[config.mk]
export PLATFORM = sky130hd
export DESIGN_NAME = clock_mode_ctrl
export DESIGN_NICKNAME = d
export VERILOG_FILES = /design/src/rtl/clock_pkg.sv /design/src/rtl/btn_sync_edge.sv /design/src/rtl/clock_mode_ctrl.sv
export SDC_FILE = /design/constraint.sdc
export NUM_CORES = 1
export LEC_CHECK = 0
export ABC_AREA = 1
export CAP_MARGIN = 10
export CORE_MARGIN = 3
export CORE_UTILIZATION = 51
export DETAILED_ROUTE_END_ITERATION = 8
export GPL_ROUTABILITY_DRIVEN = 0
export PLACE_DENSITY = 0.76
export SLEW_MARGIN = 0
export SYNTH_ARGS = -nofsm -noshare
export SYNTH_HDL_FRONTEND = slang
export SYNTH_SLANG_ARGS = --single-unit
[constraint.sdc]
create_clock -name clk -period 4.1 [get_ports clk]
set_input_delay 0.82 -clock clk [delete_from_list [all_inputs] [get_ports clk]]
set_output_delay 0.82 -clock clk [all_outputs]
set_load 0.005 [all_outputs]
[src/rtl/clock_pkg.sv]
// Shared types and constants for the clock user-interface sequencer.
package clock_pkg;

  typedef enum logic [2:0] {
    RUN   = 3'd0,
    T_HR  = 3'd1,
    T_MIN = 3'd2,
    A_HR  = 3'd3,
    A_MIN = 3'd4
  } mode_t;

  localparam logic [4:0] IDLE_TIMEOUT  = 5'd31;
  localparam logic [3:0] REPEAT_DELAY  = 4'd8;
  localparam logic [3:0] REPEAT_PERIOD = 4'd2;

  function automatic logic is_edit(mode_t m);
    return (m == T_HR) || (m == T_MIN) || (m == A_HR) || (m == A_MIN);
  endfunction

  function automatic logic is_time_edit(mode_t m);
    return (m == T_HR) || (m == T_MIN);
  endfunction

endpackage

[src/rtl/btn_sync_edge.sv]
// Two-flop synchronizer plus registered rising-edge detector for one push-button.
module btn_sync_edge (
  input  logic clk,
  input  logic rst,
  input  logic btn,
  output logic level,
  output logic press
);

  logic meta_p0, sync_p1, prev_p2;
  logic vld_p0, vld_p1, vld_p2;

  // vld_pN marks stages holding real samples, so a button held through
  // reset release never looks like a fresh 0->1 edge.
  always_ff @(posedge clk) begin
    if (rst) begin
      meta_p0 <= 1'b0;
      sync_p1 <= 1'b0;
      prev_p2 <= 1'b0;
      vld_p0  <= 1'b0;
      vld_p1  <= 1'b0;
      vld_p2  <= 1'b0;
      press   <= 1'b0;
    end else begin
      meta_p0 <= btn;
      vld_p0  <= 1'b1;
      sync_p1 <= meta_p0;
      vld_p1  <= vld_p0;
      prev_p2 <= sync_p1;
      vld_p2  <= vld_p1;
      press   <= sync_p1 & ~prev_p2 & vld_p2;
    end
  end

  assign level = sync_p1;

endmodule

[src/rtl/clock_mode_ctrl.sv]
// Mode sequencer for the digital clock: buttons in, edit strobes/LEDs/mute out.
// Optional hold-to-repeat on the inc button is built when CLOCK_AUTO_REPEAT_EN is defined.
module clock_mode_ctrl
  import clock_pkg::*;
(
  input  logic       clk,
  input  logic       rst,
  input  logic       tick,
  input  logic       btn_mode,
  input  logic       btn_sel,
  input  logic       btn_inc,
  input  logic       alarm_ring,
  output logic       inc_time_hr,
  output logic       inc_time_min,
  output logic       inc_alarm_hr,
  output logic       inc_alarm_min,
  output logic       clr_time_sec,
  output logic [2:0] mode,
  output logic       LED_hr,
  output logic       LED_min,
  output logic       LED_alarm,
  output logic       alarm_mute
);

  logic       lvl_mode, lvl_sel, lvl_inc;
  logic       prs_mode, prs_sel, prs_inc;
  logic       any_press, edit, repeat_stb;
  logic       unused_lvl;
  mode_t      state, state_nxt;
  logic [4:0] idle_cnt, idle_nxt;
  logic [3:0] inc_nxt;
  logic [2:0] led_nxt;
  logic       clr_nxt, mute_set, mute_nxt;

  btn_sync_edge u_mode (.clk(clk), .rst(rst), .btn(btn_mode), .level(lvl_mode), .press(prs_mode));
  btn_sync_edge u_sel  (.clk(clk), .rst(rst), .btn(btn_sel),  .level(lvl_sel),  .press(prs_sel));
  btn_sync_edge u_inc  (.clk(clk), .rst(rst), .btn(btn_inc),  .level(lvl_inc),  .press(prs_inc));

  assign unused_lvl = lvl_mode ^ lvl_sel ^ lvl_inc;
  assign any_press  = prs_mode | prs_sel | prs_inc;
  assign edit       = is_edit(state);
  assign mode       = state;

`ifdef CLOCK_AUTO_REPEAT_EN
  logic [3:0] hold_cnt, hold_nxt;

  // Past the top the counter steps back by one period so its phase is kept.
  always_comb begin
    hold_nxt   = hold_cnt;
    repeat_stb = 1'b0;
    if (!edit || !lvl_inc || prs_mode || prs_sel) begin
      hold_nxt = '0;
    end else if (tick) begin
      hold_nxt   = (hold_cnt == 4'hF) ? (4'hF - REPEAT_PERIOD + 4'd1) : (hold_cnt + 4'd1);
      repeat_stb = (hold_nxt >= REPEAT_DELAY) &&
                   (((hold_nxt - REPEAT_DELAY) % REPEAT_PERIOD) == 4'd0);
    end
  end

  always_ff @(posedge clk) begin
    if (rst) hold_cnt <= '0;
    else     hold_cnt <= hold_nxt;
  end
`else
  assign repeat_stb = 1'b0;
`endif

  always_ff @(posedge clk) begin
    if (rst) begin
      state         <= RUN;
      idle_cnt      <= '0;
      inc_time_hr   <= 1'b0;
      inc_time_min  <= 1'b0;
      inc_alarm_hr  <= 1'b0;
      inc_alarm_min <= 1'b0;
      clr_time_sec  <= 1'b0;
      LED_hr        <= 1'b0;
      LED_min       <= 1'b0;
      LED_alarm     <= 1'b0;
      alarm_mute    <= 1'b0;
    end else begin
      state         <= state_nxt;
      idle_cnt      <= idle_nxt;
      {inc_time_hr, inc_time_min, inc_alarm_hr, inc_alarm_min} <= inc_nxt;
      clr_time_sec  <= clr_nxt;
      {LED_hr, LED_min, LED_alarm} <= led_nxt;
      alarm_mute    <= mute_nxt;
    end
  end

  // Press priority mode > sel > inc; a timeout only fires on an otherwise quiet tick.
  always_comb begin
    state_nxt = state;
    case (state)
      RUN:         if (prs_mode) state_nxt = T_HR;
      T_HR, T_MIN: begin
        if (prs_mode)     state_nxt = A_HR;
        else if (prs_sel) state_nxt = (state == T_HR) ? T_MIN : T_HR;
      end
      A_HR, A_MIN: begin
        if (prs_mode)     state_nxt = RUN;
        else if (prs_sel) state_nxt = (state == A_HR) ? A_MIN : A_HR;
      end
      default:     state_nxt = RUN;
    endcase
    if (edit && !any_press && !repeat_stb && tick && (idle_cnt == IDLE_TIMEOUT))
      state_nxt = RUN;
  end

  always_comb begin
    if (!edit || any_press || repeat_stb) idle_nxt = '0;
    else if (tick)                        idle_nxt = (idle_cnt == IDLE_TIMEOUT) ? 5'd0 : (idle_cnt + 5'd1);
    else                                  idle_nxt = idle_cnt;
  end

  always_comb begin
    inc_nxt = '0;
    if (edit && !prs_mode && !prs_sel && (prs_inc || repeat_stb)) begin
      case (state)
        T_HR:    inc_nxt = 4'b1000;
        T_MIN:   inc_nxt = 4'b0100;
        A_HR:    inc_nxt = 4'b0010;
        A_MIN:   inc_nxt = 4'b0001;
        default: inc_nxt = 4'b0000;
      endcase
    end
    clr_nxt  = is_time_edit(state) && ((state_nxt == A_HR) || (state_nxt == RUN));
    mute_set = (state == RUN) && prs_sel && !prs_mode && alarm_ring;
    mute_nxt = alarm_ring && (alarm_mute || mute_set);
    led_nxt  = {(state_nxt == T_HR)  || (state_nxt == A_HR),
                (state_nxt == T_MIN) || (state_nxt == A_MIN),
                (state_nxt == A_HR)  || (state_nxt == A_MIN)};
  end

endmodule
## Word-level counts from Yosys, hierarchy flattened

Index checks and enable logic that the tools add are counted.

| operators by class | value |
|---|---|
| equality and inequality tests | 9 |
| muxes and demuxes | 12 |
| reductions and logical operators | 30 |
| add/subtract/negate cells | 1 |
| bitwise gates (word level) | 12 |

Operator list:

| operator | count |
|---|---|
| $mux W3 | 7 |
| $pmux W4 S4 | 1 |
| $eq A3 B2 Y1 const B | 4 |
| $logic_and A1 B1 Y1 | 11 |
| $logic_or A1 B1 Y1 | 9 |
| $pmux W3 S3 | 1 |
| $reduce_or A2 Y1 | 4 |
| $and A1 B1 Y1 | 6 |
| $eq A3 B1 Y1 const B | 2 |
| $eq A3 B3 Y1 const B | 2 |
| $logic_not A3 Y1 | 2 |
| $add A5 B1 Y5 const B | 1 |
| $eq A5 B5 Y1 const B | 1 |
| $mux W5 | 1 |
| $logic_not A1 Y1 | 4 |
| $not A1 Y1 | 4 |
| $mux W2 | 1 |
| $or A1 B1 Y1 | 2 |
| $mux W1 | 1 |

| storage, ports and cells | value |
|---|---|
| bits of input ports | 7 |
| flip-flop bits (word level) | 32 |
| logic and storage cells | 90 |
| output and inout port bits | 12 |

## Depth between registers and ports, before layout

| depth | value |
|---|---|
| depth in word-level cells | 11 |
| depth in mapped cells | 9 |
| depth with buffers taken out | 9 |

## Cells and area by module

A second synthesis with hierarchy kept.

| unflattened totals | value |
|---|---|
| cell total of the unflattened synthesis | 171 |
| area, all modules | 1403.8 um2 |

By module, submodules not included:

| module | sequential area each (um2) | instances | area each (um2) | cells an instance |
|---|---|---|---|---|
| clock_mode_ctrl | 340.3 | 1 | 810.8 | 108 |
| btn_sync_edge | 140.1 | 3 | 197.7 | 21 |

## Worst setup path after synthesis

OpenSTA, ideal clock, no wires.

| path | value |
|---|---|
| path type | input port to flip-flop |
| start point | in tick |
| end point | reg clr_time_sec |
| setup slack | 2589 ps |
| stages | 5 |
| required time | 4034 ps |
| arrival | 1445 ps |
| setup time | 66 ps |
| buffers on the path | 1 |
| cells stage by stage | buf_2 -> nand4_4 -> nand2_1 -> nand3_1 -> a21oi_2 |

| on the way | value |
|---|---|
| cells in the longest elaborated chain, start to end | 6 |
| elaborated cells on any way between the ends | 7 |
| those cells by class | eq/ne: 1; mux: 1; reduce/logical: 5 |

RTL lines:

| element | line | source |
|---|---|---|
| from (decl) | clock_mode_ctrl.sv:8 | `input logic tick,` |
| $logic_and A1 B1 Y1 * (2 in series) | clock_mode_ctrl.sv:106 | `if (edit && !any_press && !repeat_stb && tick && (idle_cnt == IDLE_TIMEOUT))` |
| $mux W3 * | clock_mode_ctrl.sv:106 |  |
| $eq A3 B2 Y1 / $logic_not A3 Y1 (equally long branches) | clock_mode_ctrl.sv:127 | `clr_nxt = is_time_edit(state) && ((state_nxt == A_HR) \|\| (state_nxt == RUN));` |
| $logic_or A1 B1 Y1 * | clock_mode_ctrl.sv:127 |  |
| $logic_and A1 B1 Y1 * | clock_mode_ctrl.sv:127 |  |
| to (signal assigned) | clock_mode_ctrl.sv:85 | `clr_time_sec <= clr_nxt;` |
| to (decl) | clock_mode_ctrl.sv:17 | `output logic clr_time_sec,` |

Mark *: on every way between the ends. The rest lies on a longest branch, timed or not.
A chain may end at the register's enable or synchronous reset.

## Worst setup path in the final report

| path | value |
|---|---|
| start point | reg state[0] (netlist: mode[0]) |
| end point | out mode[0] |

RTL lines:

| element | line | source |
|---|---|---|
| from (decl) | clock_mode_ctrl.sv:29 | `mode_t state, state_nxt;` |
| from (signal assigned) | clock_mode_ctrl.sv:82 | `state <= state_nxt;` |
| to (decl) | clock_mode_ctrl.sv:18 | `output logic [2:0] mode,` |

No word-level cell between the ends.

==> impl_results.md <==
* Initial DRC count at 14
* Largest register by flop count: idle_cnt
* Final HPWL DP at 1630 um
* Worst-path clk slew at 0.10 ns
* Total power draw at 0.566 mW
* Post-CTS resize count at 0
* Post-route cell area at 0.00151 mm^2
* Area Growth Syn to Fin at 22.8%
* Classification of the worst setup path: reg2out
* Critical path arrival at 1.39 ns
* Antenna violations before repair at 0
* Mean Syn Cell Area at 8.57 um^2
* H-tree Lvls at 2
* Cells after Synth at 143
* Boundary Pins at 19
* Die height at 55.0 um
* Num CTS Buffers at 5
* Period utilization at 53.8%
* Area after DPL at 0.00143 mm^2
* Crit-path cells: clkdlybuf4s50_1
* Register area share after synthesis at 52.2%
* Final min period at 2.21 ns
* Cell Rows at 17
* CP endpoint kind: output port
* Routed vias at 969
* Slew HR at 55.3%
* Clk sinks at 32
* Detailed Routing Iterations Pass 1 at 4
* Most frequent cells in the layout: dfxtp_1, nor2_1, nand2_1
* CP top delay family: buffers and inverters
* Outcome: completed
* Hold_buf cts at 0
* Total Routed Length at 2120 um
* Critical path depth at 1
* Top cell type by total area after synthesis: dfxtp_1
* Clock skew at 0.00964 ns
* Worst Max-Slew Pin Slew at 0.668 ns
* Die X at 55.0 um
* Grt ovf at 0
* Wire per inst at 10.9 um
* Final hold viol count at 0
* Main area contributors after synthesis: dfxtp_1, nor2_1, nand2_1
* Pin count of the biggest net entering global routing at 22
* First-pass GRT wire length at 3580 um
* Maximum vdd drop at 0.354 mV
* Final ANT Viol Nets at 0
* Hold depth at 1
* Commonest non-fill, non-tap cell in the layout: dfxtp_1
* Synth Register Bits at 32
* Finished Core Util at 66.8%
* Syn. warnings at 0
* Bufs on Longest Clock Path at 2
* Pwr dens at 376 mW/mm^2
* Netlist cell types at 27
* Root Buffer: clkbuf_4
* Synthesized area at 0.00123 mm^2
* WP data required at 3.28 ns
* Syn Nets at 152
* Starting density of the core at 54.4%
* Final max-slew violation count at 0
* Setup Fix Bufs, Post-CTS at 0
* Die area at 0.00303 mm^2
* Max reg flops at 5
* Overall routing resource usage at 17.4%
* Skew-Pair Late Insertion Delay at 0.32 ns
* Fraction of layout cells with a size suffix above 1 at 15.7%
* CTS tree: built
* Fmax at 453 MHz
* NumNets Final at 174
* # port buffers at 18
* Startpoint types: flip-flop
* Number of diodes at 0
* Buf+Inv Stages, Crit Path at 1
* Max Cap Viol at 0
* Worst path max stage delay at 0.56 ns
* Slowest CP cell: clkdlybuf4s50_1
* Area share of the leading cell type in the synthesized netlist at 52.2%
* Core area at 0.00225 mm^2
* Hold Crit Class: reg2reg
* R2R depth at 8
* Crit Path Max Fanout at 7
* RSZ-0062 raised after global routing: false
* Via/cell ratio at 4.99
* Final setup violating endpoints at 0
* Setup TNS Final at 0 ns
* Vias in the first global route at 846
* LEAKAGE at 0.609 nW
* # DRC at 0
==> per-stage QoR <==
step | hold slack [ns] | instances | setup slack (ns)
finish | 0.389 | 194 | 1.89
global placement | 0.379 | 186 | 1.73
CTS | 0.395 | 194 | 1.87
detailed placement | 0.387 | 186 | 1.67
global route | 0.410 | 194 | 1.79
floorplan | 0.373 | 143 | 2.59
==> path summary, 6_finish.rpt <==
kind	start	endpoint	slack, ns
max	mode[0]	mode[0]	1.89
max reg2reg	idle_cnt[1]	clr_time_sec	2.48
min	u_sel.prev_p2	u_sel.press	0.39
min reg2reg	u_sel.prev_p2	u_sel.press	0.39
==> power breakdown <==
group | total (mW) | internal, mW | switching (mW)
registers | 0.318 | 0.316 | 0.00174
logic | 0.0195 | 0.00870 | 0.0108
clock network | 0.228 | 0.128 | 0.101
total | 0.566 | 0.453 | 0.113
==> logic make-up (layout without fill, tap and decap cells) <==
logic type	Yosys count	in the layout	synth area share, %
buffers and inverters	24	47	7.45
DFF	32	32	52.2
and+or+nand+nor	72	72	31.1
AOI/OAI and AO/OA	13	13	7.14
adders and majority gates	2	2	2.04
==> worst register-to-register path: stages (launching register included) <==
cell and delay, ns:
dfxtp_1 0.39, ha_1 0.19, nand2_1 0.07, nor2_1 0.11, ha_1 0.27, nand4_4 0.15
nand2_1 0.17, nand3_1 0.11, a21oi_2 0.11
==> final cells by class <==
type                    count  area (um^2)
flip-flops and latches     32          641
fillers                   194          749
repair buffers             18          180
clock buffers               6         41.3
multi-input cells          87          494
clock inverters             2         35.0
inverters                  21         78.8
well taps                  28         35.0
==> synth_stat cells <==
master / number
nand3b_1: 1
a2111oi_2: 1
a31oi_1: 2
nand3_1: 4
dfxtp_1: 32
nand4_1: 1
nand3_2: 4
clkbuf_1: 2
nor4_1: 3
buf_2: 1
nor2_4: 1
a21oi_1: 6
or2_1: 1
ha_1: 2
o21ai_0: 1
inv_2: 2
inv_1: 19
nand2_1: 22
nor2_2: 2
nor3b_1: 1
nor3_1: 1
nand4_4: 1
a21o_1: 1
nor2_1: 24
nand2_2: 2
nor3_2: 4
a21oi_2: 2
==> layer usage <==
layer  GRT usage [%]  vias up  part of all wire (%)
met5               0        -                     0
met4            11.7        0                   3.1
met3            7.51        7                   5.8
met2            26.6       24                    47
met1            19.6      437                    44
li1                -      501                     -
No activity file was read; power rests on OpenSTA's default activity.
